`config.mk`:
```
export PLATFORM = sky130hd
export DESIGN_NAME = stream_feed_fifo
export DESIGN_NICKNAME = d
export VERILOG_FILES = /design/src/rtl/stream_feed_fifo.sv
export SDC_FILE = /design/constraint.sdc
export NUM_CORES = 1
export LEC_CHECK = 0
export BUFFER_PORTS_ARGS = -buffer_cell sky130_fd_sc_hd__buf_4
export CAP_MARGIN = 20
export CORE_MARGIN = 2
export CORE_UTILIZATION = 30
export DETAILED_ROUTE_END_ITERATION = 10
export HOLD_SLACK_MARGIN = 0.12
export PLACE_DENSITY = 0.51
export SLEW_MARGIN = 40
export SYNTH_ARGS = -nofsm -noshare
export SYNTH_HDL_FRONTEND = slang
export SYNTH_SLANG_ARGS = --single-unit
```
`constraint.sdc`:
```
create_clock -name clk_i -period 4.5 [get_ports clk_i]
set_clock_uncertainty 0.1 [all_clocks]
set_input_delay 0 -clock clk_i [delete_from_list [all_inputs] [get_ports clk_i]]
set_output_delay 0 -clock clk_i [all_outputs]
set_load 0.02 [all_outputs]
```
`src/rtl/stream_feed_fifo.sv`:
```
// First-word-fall-through valid/ready FIFO feeding the datapath stage's data input.
// Handshake flags come only from the registered fill level; clear_i flushes synchronously.
module stream_feed_fifo #(
    parameter int WIDTH = 8,
    parameter int DEPTH = 4,
    localparam int AW = $clog2(DEPTH)
) (
    input  logic             clk_i,
    input  logic             rst_i,
    input  logic             clear_i,
    input  logic [WIDTH-1:0] s_data_i,
    input  logic             s_valid_i,
    output logic             s_ready_o,
    output logic [WIDTH-1:0] m_data_o,
    output logic             m_valid_o,
    input  logic             m_ready_i,
    output logic [AW:0]      level_o
);

    if (WIDTH < 1) begin : g_bad_width
        $error("stream_feed_fifo: WIDTH must be at least 1");
    end
    if ((DEPTH < 2) || ((DEPTH & (DEPTH - 1)) != 0)) begin : g_bad_depth
        $error("stream_feed_fifo: DEPTH must be a power of two, at least 2");
    end

    localparam logic [AW:0]   LVL_FULL = (AW + 1)'(DEPTH);
    localparam logic [AW:0]   LVL_ONE  = (AW + 1)'(1);
    localparam logic [AW-1:0] PTR_ONE  = AW'(1);

    logic [WIDTH-1:0] mem [DEPTH];
    logic [AW-1:0]    wr_ptr;
    logic [AW-1:0]    rd_ptr;
    logic [AW:0]      count;
    logic             push;
    logic             pop;

    always_comb begin
        s_ready_o = (count != LVL_FULL);
        m_valid_o = (count != '0);
        m_data_o  = m_valid_o ? mem[rd_ptr] : '0;
        level_o   = count;
        push      = s_valid_i && s_ready_o;
        pop       = m_valid_o && m_ready_i;
    end

    always_ff @(posedge clk_i or posedge rst_i) begin
        if (rst_i) begin
            wr_ptr <= '0;
            rd_ptr <= '0;
            count  <= '0;
        end else if (clear_i) begin
            wr_ptr <= '0;
            rd_ptr <= '0;
            count  <= '0;
        end else begin
            if (push) begin
                wr_ptr <= wr_ptr + PTR_ONE;
            end
            if (pop) begin
                rd_ptr <= rd_ptr + PTR_ONE;
            end
            unique case ({push, pop})
                2'b10:   count <= count + LVL_ONE;
                2'b01:   count <= count - LVL_ONE;
                default: count <= count;
            endcase
        end
    end

    // Storage is deliberately unreset; the level counter alone defines what is valid.
    always_ff @(posedge clk_i) begin
        if (push && !clear_i) begin
            mem[wr_ptr] <= s_data_i;
        end
    end

endmodule

```
==> results.ini, run 1 <==
[placement]
place_congestion = 0.7963
hpwlAfterDp_um = 2119
portBuffers = 25

[power]
p_leak_uw = 0.0008307
p_seq_share_pct = 52.1
netSwitchingFraction_pct = 26.83
p_comb_share_pct = 20.9
power.switching_uw = 221.4
internal-power_uw = 604.0
pwr-share-clk_pct = 27.1
ir_drop_uv = 126.5
powerDensity_mw_per_mm2 = 371.0
p_total_uw = 825.4

[final_layout]
final_core_util_pct = 39.91
nets = 174
n_antenna_cell = 0
final_layout_size_suffix_gt1_share_pct = 26.11
seq_area_mm2 = 0.001136
syn_to_final_growth_pct = 27.55
fillCellCount = 544
multi_input_area_um2 = 564.3

[clock_tree]
holdBufCountCts = 15
ctsHtreeMaxLevel = 2
clkSlewWorstSetupHoldPaths_ns = 0.07
postCtsSetupBuffers = 0
insertion_delay_ns = 0.28
clockRootBuffer = clkbuf_8
cts.repair.resized = 0
clkSinkCount = 39
cts-buffers-inserted = 5
cts_tree = done
clock_path_buffers = 2

[floorplan]
fp.dieArea_mm2 = 0.006440
ios = 26
die_width_um = 80.25
rows = 27
initial_utilization_pct = 31.29
die_h_um = 80.25
core_mm2 = 0.005574

[worst_setup_path]
critPathMaxFanout = 12
reg2reg_slack_ns = 1.11
cp_common_cell = dlygate4sd3_1
path_cells = or3_1, and3_1, fa_1, nor2_1, nand3_1, dlygate4sd3_1, a31oi_1, dlygate4sd3_1
r2r-start = level_o[0]$_DFFE_PP0P_
arrival_ns = 3.51
r2r_end = level_o[2]$_DFFE_PP0P_
critPathRequiredTime_ns = 4.62
path_buf_inv = 2
rr_worst_depth = 8
cp_slowest_cell = or3_1
cpPeakStageDelay_ns = 0.58
cp_top_family = buffers and inverters
critPathKind = reg -> reg
critPathLaunchType = flop
end_kind = flop

[timing]
period_share_pct = 75.36
final.setup.tns_ns = 0
relSlewSlack_pct = 59.70
fin_hold_ws_ns = 0.1212
fin_crit_ns = 3.391
finalHoldViolations = 0
setup_violations = 0
fmax_mhz = 294.9
grt_setup_unrepaired = false
worstMarginPinSlew_ns = 0.6044
drv_slew = 0

[yosys]
syn_avg_cell_area_um2 = 15.04
synth-async-reset-ratio_pct = 17.95
ys_seq_elements = 39
yosys_warnings = 0
synth_cells = 116
seq_area_frac_synth_pct = 65.14
synth_most_common_cell = edfxtp_1
yosysTopAreaCell = edfxtp_1
synth_nets = 134
synth.area.top_cells = edfxtp_1 (55%), mux4_2 (10%), dfrtp_1 (10%)
syn_area_mm2 = 0.001744
synth_edf_count = 32
yosys.area.top_type_share_pct = 55.09
netlist_top_cells_count = edfxtp_1 (32), and2_1 (12), nor2_1 (10)
dominantRegCellSynth = edfxtp_1
yosys.cell_types.count = 30

[grt]
antenna_found_initial = 0
grt_pass1_wl_um = 5333
grt_overflow = 0
grt_usage_pct = 11.11
grt_max_degree = 14
first_global_vias = 1090

[drt]
antenna_left = 0
wl_per_cell_um = 14.11
drc = 0
dr.pass1.iters = 4
vias = 1061
drt-initial-drc-count = 33
wl_um = 3231
vias_per_cell = 4.633

[status]
status = completed

[hold_path]
hold_path_class = in -> async

[run]
max_cap_viol_count = 0

worst register-to-register path: stages, from the launching register on:
cell	delay, ns
dfrtp_1	0.49
or3_1	0.58
and3_1	0.26
fa_1	0.40
nor2_1	0.12
nand3_1	0.08
dlygate4sd3_1	0.57
a31oi_1	0.16
dlygate4sd3_1	0.56
power by group through the flow:
stage	logic (µW)	registers, µW	clock network, µW
floorplan	112	428	0
global placement	161	437	0
detailed placement	163	439	0
CTS	176	431	233
global route	190	435	245
finish	172	430	223
flip-flops by register name (all words and copies together) (netlist names):
signal and count:
level_o 3, mem 32, wr_ptr 2, rd_ptr 2
metal layers:
metal	GRT usage (%)	wire length, µm
met1	14.01	1493
met2	18.67	1606
met3	2.809	108
met4	3.559	23
met5	0	0
area by class of cell:
type	instances	area share (%)
inverter	3	0.5062
timing repair buffer	40	15.19
clock inverter	2	0.5624
clock buffer	6	3.262
tap	72	4.050
multi-input combinational	67	25.37
sequential	39	51.07
through the flow:
step,worst slack [ns],instances,instance area [µm²]
after floorplan,1.966,116,1744
after global placement,2.167,206,1989
after detailed placement,2.017,206,1989
after CTS,1.079,229,2225
after global routing,0.9197,229,2225
final,1.109,229,2225
how the worst max path moves through the flow:
stage                           startpoint                      to  slack [ns]  depth (start not counted)
finish              level_o[0]$_DFFE_PP0P_  level_o[2]$_DFFE_PP0P_        1.11                          8
global route        level_o[0]$_DFFE_PP0P_  level_o[2]$_DFFE_PP0P_        0.92                          8
CTS                 level_o[0]$_DFFE_PP0P_  level_o[2]$_DFFE_PP0P_        1.08                          8
detailed placement  level_o[0]$_DFFE_PP0P_  level_o[1]$_DFFE_PP0P_        2.02                          6
global placement    level_o[0]$_DFFE_PP0P_  level_o[1]$_DFFE_PP0P_        2.17                          6
floorplan           level_o[0]$_DFFE_PP0P_  level_o[1]$_DFFE_PP0P_        1.97                          8
logic make-up after synthesis:
logic type | Yosys count | share of synthesized area, %
flops | 39 | 65.14
buf+inv | 10 | 2.511
fa+ha+maj | 5 | 4.017
compound gates | 10 | 3.731
simple gates | 39 | 11.62
mux | 9 | 10.98
xor+xnor | 4 | 2.009
placed cells by master (no fill, tap or decap), drive strengths merged, types with 2 or more instances in the layout:
master       Yosys  final
edfxtp          32     32
nand3            5      5
inv              3      3
xor2             2      2
mux4             8      8
dfrtp            7      7
dlygate4sd3      0     15
clkbuf           2      6
ha               4      4
nand2            6      6
buf              5     25
nor2            10     10
or3              2      2
xnor2            2      2
a21oi            3      3
and2            12     12
o21ai            2      2
Note: power is estimated with default switching activity, not from simulation.
==> run 2: changes to the inputs <==
==> constraint.sdc (replaced) <==
create_clock -name clk_i -period 3.3 [get_ports clk_i]
set_clock_uncertainty 0.1 [all_clocks]
set_input_delay 0 -clock clk_i [delete_from_list [all_inputs] [get_ports clk_i]]
set_output_delay 0 -clock clk_i [all_outputs]
set_load 0.02 [all_outputs]
==> results.ini, run 2 (synthesis gave the netlist of run 1 again) <==
[placement]
place_congestion = 0.7966  ; about the same
portBuffers = 25  ; unchanged
hpwlAfterDp_um = 2184  ; +3.0%

[drt]
wl_um = 3198  ; -1.0%
antenna_left = 0  ; unchanged
vias_per_cell = 4.605  ; -0.60%
vias = 1050  ; -1.0%
wl_per_cell_um = 14.03  ; -0.59%
drc = 0  ; unchanged
dr.pass1.iters = 4  ; unchanged
drt-initial-drc-count = 40  ; +21%

[final_layout]
nets = 173  ; -0.57%
final_common_cell = edfxtp_1
largest_reg_flops = 32  ; unchanged
n_antenna_cell = 0  ; unchanged
fillCellCount = 538  ; -1.1%
max_flop_register = mem
final_layout_size_suffix_gt1_share_pct = 25.64  ; -0.47 points
final_core_util_pct = 39.66  ; -0.25 points
syn_to_final_growth_pct = 26.76
final_cell_mix = edfxtp_1 (32), buf_4 (25), dlygate4sd3_1 (14), and2_1 (12), nor2_1 (10)

[clock_tree]
clkSlewWorstSetupHoldPaths_ns = 0.07  ; about the same
cts.repair.resized = 0  ; unchanged
clockRootBuffer = clkbuf_8
postCtsSetupBuffers = 0  ; unchanged
cts-buffers-inserted = 5  ; unchanged
clock_path_buffers = 2  ; unchanged
cts_tree = done
ctsHtreeMaxLevel = 2  ; unchanged
clkSinkCount = 39  ; unchanged
holdBufCountCts = 14  ; -1
insertion_delay_ns = 0.28  ; about the same

[worst_setup_path]
rr_worst_depth = 7  ; -1
critPathMaxFanout = 12  ; unchanged
arrival_ns = 3.02  ; -0.49 ns
end_kind = flop
critPathKind = reg -> reg
critPathLaunchType = flop
critPathRequiredTime_ns = 3.42  ; -1.20 ns

[grt]
grt_max_degree = 14  ; unchanged
grt_usage_pct = 11.00  ; -0.11 points
first_global_vias = 1045  ; -4.1%
antenna_found_initial = 0  ; unchanged
grt_overflow = 0  ; unchanged
grt_pass1_wl_um = 5188  ; -2.7%

[hold_path]
hold_depth = 2
hold_path_class = in -> reg

[floorplan]
core_mm2 = 0.005574  ; unchanged
initial_utilization_pct = 31.29  ; unchanged
rows = 27  ; unchanged
ios = 26  ; unchanged
fp.dieArea_mm2 = 0.006440  ; unchanged
die_h_um = 80.25  ; unchanged
die_width_um = 80.25  ; unchanged

[power]
p_leak_uw = 0.0008287  ; -0.25%
internal-power_uw = 822.2  ; +36%
powerDensity_mw_per_mm2 = 506.1  ; +36%
ir_drop_uv = 200.8  ; +59%
netSwitchingFraction_pct = 26.52  ; -0.31 points
p_comb_share_pct = 20.9  ; about the same
power.switching_uw = 296.7  ; +34%
pwr-share-clk_pct = 26.7  ; -0.4 points
p_seq_share_pct = 52.5  ; +0.4 points

[timing]
finalHoldViolations = 0  ; unchanged
relSlewSlack_pct = 59.69  ; about the same
fin_crit_ns = 2.900  ; -0.4916 ns
drv_slew = 0  ; unchanged
setup_violations = 0  ; unchanged
worstMarginPinSlew_ns = 0.6047  ; +0.0002376 ns
fin_hold_ws_ns = 0.3617  ; +0.2404 ns
grt_setup_unrepaired = false
fmax_mhz = 344.9  ; +17%
period_share_pct = 87.86  ; +13 points
final.setup.tns_ns = 0  ; unchanged

[run]
max_cap_viol_count = 0  ; unchanged

[status]
status = completed

run 2: through the flow:
stage / cell area (µm²) / setup WS [ns] / total power [µW] / instances
2_1_floorplan: 1744 / 0.7658 / 736.8 / 116
3_3_place_gp: 1989 / 0.9670 / 814.9 / 206
3_5_place_dp: 1989 / 0.8394 / 822.8 / 206
4_1_cts: 2211 / 0.4134 / 1139 / 228
5_1_grt: 2211 / 0.2324 / 1185 / 228
6_report: 2211 / 0.4005 / 1119 / 228
run 2: path summary, 6_finish.rpt:
| path | startpoint | to | slack (ns) |
|---|---|---|---|
| min | s_data_i[4] | mem[0][4]$_DFFE_PP_ | 0.36 |
| min in group asynchronous | rst_i | level_o[1]$_DFFE_PP0P_ | 0.66 |
| min reg2reg | wr_ptr[1]$_DFFE_PP0P_ | wr_ptr[1]$_DFFE_PP0P_ | 0.49 |
| max | level_o[1]$_DFFE_PP0P_ | level_o[2]$_DFFE_PP0P_ | 0.40 |
| max reg2reg | level_o[1]$_DFFE_PP0P_ | level_o[2]$_DFFE_PP0P_ | 0.40 |
| max in group asynchronous | rst_i | rd_ptr[1]$_DFFE_PP0P_ | 2.21 |
run 2: metal layers:
layer | up-vias | GRT usage (%) | part of all wire [%]
met5 | - | 0 | 0
met4 | 0 | 2.542 | 0.75
met3 | 5 | 3.483 | 4.7
met2 | 21 | 18.58 | 50
met1 | 524 | 13.77 | 44
li1 | 500 | - | -
run 2: power by group through the flow:
stage	Clock (µW)	Sequential (µW)	Combinational, µW
finish	298	587	233
global route	335	593	257
CTS	313	588	238
detailed placement	0	599	224
global placement	0	595	219
floorplan	0	583	153
run 2: worst max-delay path: stages, from the launching register on:
cell and delay [ns]:
dfrtp_1 0.49, or3_1 0.61, and3_1 0.27, fa_1 0.42, nand2_1 0.10, o221ai_1 0.11, a31oi_1 0.18, dlygate4sd3_1 0.56
run 2: cell type report:
class | count | area [µm²] | area share (%)
inverter | 3 | 11.26 | 0.5093
tap | 72 | 90.09 | 4.075
clock inverter | 1 | 5.005 | 0.2264
sequential | 39 | 1136 | 51.39
clock buffer | 7 | 76.32 | 3.452
multi-input combinational | 67 | 564.3 | 25.52
timing repair buffer | 39 | 327.8 | 14.83
==> run 3: changes to the inputs <==
--- a/config.mk
+++ b/config.mk
@@ -6,12 +6,12 @@
 export NUM_CORES = 1
 export LEC_CHECK = 0
 export BUFFER_PORTS_ARGS = -buffer_cell sky130_fd_sc_hd__buf_4
-export CAP_MARGIN = 20
+export CAP_MARGIN = 25
 export CORE_MARGIN = 2
 export CORE_UTILIZATION = 30
 export DETAILED_ROUTE_END_ITERATION = 10
 export HOLD_SLACK_MARGIN = 0.12
-export PLACE_DENSITY = 0.51
+export PLACE_DENSITY = 0.53
 export SLEW_MARGIN = 40
 export SYNTH_ARGS = -nofsm -noshare
 export SYNTH_HDL_FRONTEND = slang
==> constraint.sdc (replaced) <==
create_clock -name clk_i -period 2.6 [get_ports clk_i]
set_clock_uncertainty 0.1 [all_clocks]
set_input_delay 0 -clock clk_i [delete_from_list [all_inputs] [get_ports clk_i]]
set_output_delay 0 -clock clk_i [all_outputs]
set_load 0.02 [all_outputs]
==> results.ini, run 3 (synthesis gave the netlist of run 1 again) <==
[status]
status = completed

[grt]
first_global_vias = 1142  ; +9.3%
grt_max_degree = 14  ; unchanged
grt_overflow = 0  ; unchanged
grt_pass1_wl_um = 5444  ; +4.9%
antenna_found_initial = 0  ; unchanged
grt_usage_pct = 11.68  ; +0.67 points

[clock_tree]
clock_path_buffers = 2  ; unchanged
clkSinkCount = 39  ; unchanged
postCtsSetupBuffers = 0  ; unchanged
clkSlewWorstSetupHoldPaths_ns = 0.08  ; about the same
cts-buffers-inserted = 5  ; unchanged
cts_tree = done
clockRootBuffer = clkbuf_8
insertion_delay_ns = 0.28  ; about the same
ctsHtreeMaxLevel = 2  ; unchanged

[floorplan]
fp.dieArea_mm2 = 0.006440  ; unchanged
core_mm2 = 0.005574  ; unchanged
ios = 26  ; unchanged
die_width_um = 80.25  ; unchanged
initial_utilization_pct = 31.29  ; unchanged
rows = 27  ; unchanged
die_h_um = 80.25  ; unchanged

[drt]
wl_um = 3414  ; +6.8%
vias_per_cell = 4.689  ; +1.8%
drt-initial-drc-count = 44  ; +10%
wl_per_cell_um = 14.97  ; +6.8%
vias = 1069  ; +1.8%
dr.pass1.iters = 4  ; unchanged
antenna_left = 0  ; unchanged
drc = 0  ; unchanged

[timing]
worstMarginPinSlew_ns = 0.6279  ; +0.02320 ns
final.setup.tns_ns = 0  ; unchanged
finalHoldViolations = 0  ; unchanged
fmax_mhz = 445.0  ; +29%
setup_violations = 0  ; unchanged
drv_slew = 0  ; unchanged
period_share_pct = 86.42  ; -1.4 points
grt_setup_unrepaired = false
fin_crit_ns = 2.247  ; -0.6525 ns
relSlewSlack_pct = 58.14  ; -1.5 points

[final_layout]
nets = 173  ; unchanged
max_flop_register = mem
final_layout_size_suffix_gt1_share_pct = 26.92  ; +1.3 points
final_common_cell = edfxtp_1
final_cells = 228  ; unchanged
final_cell_mix = edfxtp_1 (32), buf_4 (26), dlygate4sd3_1 (13), and2_1 (12), nor2_1 (10)
syn_to_final_growth_pct = 26.83  ; about the same
largest_reg_flops = 32  ; unchanged
n_antenna_cell = 0  ; unchanged

[worst_setup_path]
critPathKind = reg -> reg
arrival_ns = 2.34  ; -0.68 ns
critPathRequiredTime_ns = 2.69  ; -0.73 ns
critPathMaxFanout = 11  ; -1
end_kind = flop
critPathLaunchType = flop

[placement]
dp_cells = 207  ; +0.49%
place_congestion = 0.7780  ; -2.3%
hpwlAfterDp_um = 2227  ; +2.0%
portBuffers = 25  ; unchanged

[power]
ir_drop_uv = 240.2  ; +20%
powerDensity_mw_per_mm2 = 652.2  ; +29%
p_leak_uw = 0.0008260  ; -0.32%

[run]
max_cap_viol_count = 0  ; unchanged

[hold_path]
hold_path_class = in -> reg

-- run 3: cell types whose count changed in the layout (fill, tap and decap cells not counted) --
cell and delta:
clkinvlp_4 +1, clkbuf_1 -1, dlygate4sd3_1 -1, buf_4 +1
-- run 3: critical path: stages, from the launching register on --
cell	delay [ns]
dfrtp_1	0.50
or3_1	0.41
and3_1	0.20
fa_1	0.51
o311a_1	0.16
a21oi_1	0.06
nor3_1	0.22
-- run 3: final cells by class --
cell class              instances  area, µm²
well taps                      72      90.09
repair buffers                 39      325.3
flip-flops and latches         39       1136
clock inverters                 2      12.51
inverters                       3      11.26
clock buffers                   6      72.57
multi-input cells              67      564.3
fillers                       551       3362
-- run 3: repair_timing --
action | 4_1_cts | 5_1_grt
hold buffers | 13 | 0
endpoints found under the hold margin | 46 | 0
gates resized for setup | 0 | 0
-- run 3: through the flow --
| step | utilization (%) | power, µW | setup WS (ns) | cell area [µm²] | hold slack [ns] |
|---|---|---|---|---|---|
| floorplan | - | 935.1 | 0.06576 | 1744 | -0.2966 |
| global placement | 35.82 | 1040 | 0.5362 | 1997 | -0.1364 |
| detailed placement | 35.82 | 1052 | 0.3648 | 1997 | -0.1271 |
| CTS | 39.69 | 1468 | 0.3539 | 2212 | 0.3492 |
| global route | 39.69 | 1511 | 0.2898 | 2212 | 0.3619 |
| finish | 39.69 | 1443 | 0.3530 | 2212 | 0.3580 |
-- run 3: where the power goes --
group          switching (µW)  internal, µW  leakage, µW
registers                39.5           706     0.000385
logic                     150           154     0.000400
clock network             206           187    0.0000412
total                     396          1050     0.000826
-- run 3: worst paths after layout --
check / start / endpoint / slack [ns] / cells after the start
worst max-delay path: level_o[0]$_DFFE_PP0P_ / level_o[1]$_DFFE_PP0P_ / 0.35 / 6
worst min-delay path: s_data_i[2] / mem[3][2]$_DFFE_PP_ / 0.36 / 2
worst max register to register: level_o[0]$_DFFE_PP0P_ / level_o[1]$_DFFE_PP0P_ / 0.35 / 6
worst min register to register: wr_ptr[1]$_DFFE_PP0P_ / wr_ptr[1]$_DFFE_PP0P_ / 0.49 / 2
max in group asynchronous: rst_i / rd_ptr[0]$_DFFE_PP0P_ / 1.48 / 4
min in group asynchronous: rst_i / level_o[0]$_DFFE_PP0P_ / 0.69 / 4
-- run 3: routing by layer --
metal,track usage [%],part of all wire (%),up-vias
li1,-,-,500
met1,13.32,43,536
met2,20.33,51,26
met3,3.933,4.5,7
met4,4.068,1.7,0
met5,0,0,-
